### src/rtl/resp_capture_misr.sv
// Response capture block: folds each accepted response vector into a MISR signature.
// Optional vector comparison against exp_vec is enabled by defining RESP_CMP_EN.
module resp_capture_misr #(
  parameter int                  VEC_WIDTH  = 246,
  parameter int                  VEC_LENGTH = 4,
  parameter int                  SIG_WIDTH  = 32,
  parameter logic [SIG_WIDTH-1:0] MISR_POLY = 32'h04C11DB7,
  parameter logic [SIG_WIDTH-1:0] MISR_SEED = 32'hFFFFFFFF
) (
  input  logic                 clk,
  input  logic                 rst,
  input  logic                 start,
  input  logic                 resp_valid,
  input  logic [VEC_WIDTH-1:0] resp_vec,
  input  logic [VEC_WIDTH-1:0] exp_vec,
  output logic                 resp_ready,
  output logic                 busy,
  output logic                 done,
  output logic [15:0]          vec_count,
  output logic [SIG_WIDTH-1:0] signature,
  output logic [15:0]          mismatch_cnt,
  output logic [15:0]          first_fail_idx,
  output logic [1:0]           state
);

  localparam logic [1:0] IDLE    = 2'd0;
  localparam logic [1:0] CAPTURE = 2'd1;
  localparam logic [1:0] DONE    = 2'd2;

  localparam int NCHUNK    = (VEC_WIDTH + SIG_WIDTH - 1) / SIG_WIDTH;
  localparam int PAD_WIDTH = NCHUNK * SIG_WIDTH;
  localparam logic [15:0] LAST_IDX = 16'(VEC_LENGTH - 1);

  // Handshake: a response is accepted on any rising edge where resp_valid and
  // resp_ready are both high; resp_ready depends only on state, never on resp_valid.
  logic accept;
  logic restart;
  logic last_accept;
  logic [PAD_WIDTH-1:0] padded;
  logic [SIG_WIDTH-1:0] fold;
  logic [SIG_WIDTH-1:0] misr_next;

  assign resp_ready  = (state == CAPTURE);
  assign busy        = (state == CAPTURE);
  assign done        = (state == DONE);
  assign accept      = resp_valid && resp_ready;
  assign restart     = start && (state != CAPTURE);
  assign last_accept = accept && (vec_count == LAST_IDX);

  always_comb begin
    padded = '0;
    padded[VEC_WIDTH-1:0] = resp_vec;
    fold = '0;
    for (int c = 0; c < NCHUNK; c++) begin
      fold = fold ^ padded[c*SIG_WIDTH +: SIG_WIDTH];
    end
    misr_next = {signature[SIG_WIDTH-2:0], 1'b0}
              ^ (signature[SIG_WIDTH-1] ? MISR_POLY : '0)
              ^ fold;
  end

  always_ff @(posedge clk or posedge rst) begin
    if (rst) begin
      state     <= IDLE;
      vec_count <= '0;
      signature <= MISR_SEED;
    end else begin
      case (state)
        CAPTURE: begin
          if (accept) begin
            signature <= misr_next;
            vec_count <= vec_count + 16'd1;
            if (last_accept) state <= DONE;
          end
        end
        IDLE, DONE: begin
          if (restart) begin
            state     <= CAPTURE;
            vec_count <= '0;
            signature <= MISR_SEED;
          end
        end
        default: state <= IDLE;
      endcase
    end
  end

`ifdef RESP_CMP_EN
  logic vec_differs;
  assign vec_differs = (resp_vec != exp_vec);

  always_ff @(posedge clk or posedge rst) begin
    if (rst) begin
      mismatch_cnt   <= '0;
      first_fail_idx <= 16'hFFFF;
    end else if (restart) begin
      mismatch_cnt   <= '0;
      first_fail_idx <= 16'hFFFF;
    end else if (accept && vec_differs) begin
      if (mismatch_cnt != 16'hFFFF) mismatch_cnt <= mismatch_cnt + 16'd1;
      // The count only returns to zero on restart, so zero marks the first miss of a run.
      if (mismatch_cnt == 16'h0000) first_fail_idx <= vec_count;
    end
  end
`else
  logic exp_vec_unused;
  assign exp_vec_unused = ^exp_vec;
  assign mismatch_cnt   = 16'h0000;
  assign first_fail_idx = 16'hFFFF;
`endif

endmodule

### config.mk
export PLATFORM = sky130hd
export DESIGN_NAME = resp_capture_misr
export DESIGN_NICKNAME = d
export VERILOG_FILES = /design/src/rtl/resp_capture_misr.sv
export SDC_FILE = /design/constraint.sdc
export NUM_CORES = 1
export LEC_CHECK = 0
export CAP_MARGIN = 20
export CORE_AREA = 2 2 223 225
export CTS_BUF_LIST = sky130_fd_sc_hd__clkbuf_16
export DETAILED_ROUTE_END_ITERATION = 12
export DIE_AREA = 0 0 225 227
export PLACE_DENSITY = 0.33
export REMOVE_ABC_BUFFERS = 1
export SLEW_MARGIN = 25
export SYNTH_ARGS = -nofsm -noshare
export SYNTH_HDL_FRONTEND = slang
export SYNTH_SLANG_ARGS = --single-unit
### constraint.sdc
create_clock -name clk -period 3.2 [get_ports clk]
set_input_delay 0.48 -clock clk [delete_from_list [all_inputs] [get_ports clk]]
set_output_delay 0.48 -clock clk [all_outputs]
set_load 0.01 [all_outputs]
==> metrics <==
run status completed; # rows 81; clock latency on the worst-skew pair 0.30 ns; initial antenna violation count 0; DRC Markers 0; vias in the first global route 4307; die extent in y 227 µm; largest net degree at the start of global routing 51; hold path cells 2; PD cells ~550 nW/µm²; clock sinks 50; Critical R2R Launch state[1]; crit path from resp_valid; synth unique cells 42; starting density of the core 0.0991; wire length per cell 13.7 µm; Area Overhead vs Synth 78.8%; Vias 4170; top post-synthesis cells by area xnor2_1 31%, dfstp_2 17%, xnor3_1 12%; first-pass GRT wire length approximately 27 mm; Clock transition at path regs around 0.080 ns; CP Data Required Time between 3 and 4 ns; Boundary Pins 581; clk_skew 0.00948 ns; Max H-tree Level 2; Startpoint Class input port; nets 1276; Yosys top cell area share 0.313; highest clock rate 444 MHz; register bit total from synthesis 50; Routed Antenna Nets 0; overall global routing resource usage 0.0713; Pleak between 3 and 4 nW; final setup margin 0.949 ns; hold crit path type register to register; register area share after synthesis 0.268; root buffer cell clkbuf_16; Setup Buffers After CTS 0; critical path endpoint category register; FF-to-FF path depth 4; mean post-synth cell area 10.0 µm²; hold buffers post-CTS 0; worst path arrival time 2.48 ns; area leader, netlist xnor2_1; setup violators final 0; fin crit period 2.25 ns; Peak VDD IR 0.000210 V; Crit Path Max Fanout 14; core area 48500 µm²; Routability Congestion 0.683; CTS max path bufs 2; mapped cell area 4810 µm²; Max-Cap Viols 0; cts bufs inserted 5; Post-synth EDFFs 0; hpwl dp 15.7 mm; YS warnings 0; final wirelength 19.2 mm; Critical Setup Path Class input port to register; Port Buf Inserts 302; Slew Limit Fails 0; GR Overflow Total 0; share of layout cells above drive strength 1 0.0679; Iteration-0 DRC Markers 106; vias per cell between 2 and 3; Tcrit/Tclk final 0.703; fraction of registers with async set/reset 1.00; Resize count post-CTS 0; Slew @ Worst Pin 0.758 ns; die footprint 51100 µm²; Hold Crit Start signature[7]; setup_tns 0 ns; width of the die 225 µm; Place WS 0.635 ns; ANT cells 0; synthesized instance count 479; Slew HR 0.495; CTS tree yes; Primary FF master, synth dfstp_2; RSZ-0062 raised after global routing false; Fin. Hold Viols 0; drt pass-1 iters 4
## worst max-delay path, cell delays in order
cell	delay (ns)
clkdlybuf4s50_1	0.54
nand3b_2	0.32
a2111o_1	0.62
or3_1	0.39
a21oi_1	0.14
## cell usage in the layout, fill, tap and decap left out, types with 4 or more instances in the layout
cell type	count
clkbuf_16	5
clkdlybuf4s50_1	302
dfstp_2	32
dfrtp_1	18
a21oi_1	39
nand2_1	11
xor2_1	42
nand3_1	5
xnor2_1	172
xnor3_1	25
nand4_1	4
conb_1	32
inv_1	5
buf_4	7
o21ai_0	6
nor2_1	40
## registers in the layout, summed over array words and instances (netlist names)
register / flops
signature: 32
vec_count: 16
state: 2
## area by class of cell
cell class / instances / area [µm²]
Fill cell: 5420 / 39900
Multi-Input combinational cell: 407 / 3290
Timing Repair Buffer: 309 / 3080
Sequential cell: 50 / 1290
Tap cell: 622 / 778
Clock buffer: 5 / 125
Inverter: 6 / 22.5
Clock inverter: 3 / 16.3
## routing by layer
metal	global-route usage	up-vias	share of wire
met2	0.112	260	0.42
li1	-	2086	-
met1	0.0917	1819	0.45
met4	0.00961	0	0.0049
met3	0.0319	5	0.12
met5	0	-	0
## cells by family (layout without fill, tap and decap cells)
| logic type | Yosys count | in the layout | synth area share |
|---|---|---|---|
| XOR/XNOR | 239 | 239 | 0.506 |
| adder cells (fa/ha/maj) | 1 | 1 | 0.00260 |
| AND/OR/NAND/NOR | 81 | 81 | 0.0827 |
| other | 2 | 32 | 0.00156 |
| multiplexers | 1 | 1 | 0.00208 |
| AO/OA/AOI/OAI | 53 | 53 | 0.0653 |
| flip-flops | 50 | 50 | 0.268 |
| buffers and inverters | 52 | 323 | 0.0710 |
## where the power goes
part / internal, mW / switching (mW)
sequential: 1.00 / 0.252
combinational: 1.65 / 1.30
clock: 0.288 / 0.276
## through the flow
step	instances	util	area (µm²)	power (mW)	hold WS, ns
final	1402	0.177	8600	4.77	0.519
after global routing	1402	0.177	8600	5.19	0.541
after CTS	1402	0.177	8600	4.93	0.523
after detailed placement	1394	0.174	8460	4.30	0.511
after global placement	1394	0.174	8460	4.30	0.507
after floorplan	463	-	4610	2.91	0.517
## synthesized netlist by cell type, drive strengths merged (2+ instances only)
| master | number |
|---|---|
| nor2b | 2 |
| nor4 | 3 |
| nor2 | 40 |
| nand3 | 5 |
| clkbuf | 5 |
| nand2b | 2 |
| nand2 | 11 |
| a31o | 2 |
| xnor3 | 25 |
| buf | 40 |
| xnor2 | 172 |
| nor3 | 3 |
| or3 | 4 |
| dfstp | 32 |
| o21ai | 6 |
| a21oi | 39 |
| inv | 6 |
| xor2 | 42 |
| dfrtp | 18 |
| conb | 2 |
| nand4 | 5 |
## final timing paths
path | to | slack (ns)
min in group asynchronous | vec_count[7] | 0.74
worst max-delay path | vec_count[12] | 0.95
worst max register to register | vec_count[12] | 1.12
worst min-delay path | signature[7] | 0.52
worst min register to register | signature[7] | 0.52
max in group asynchronous | state[0] | 1.98
Note: power is estimated with default switching activity, not from simulation.
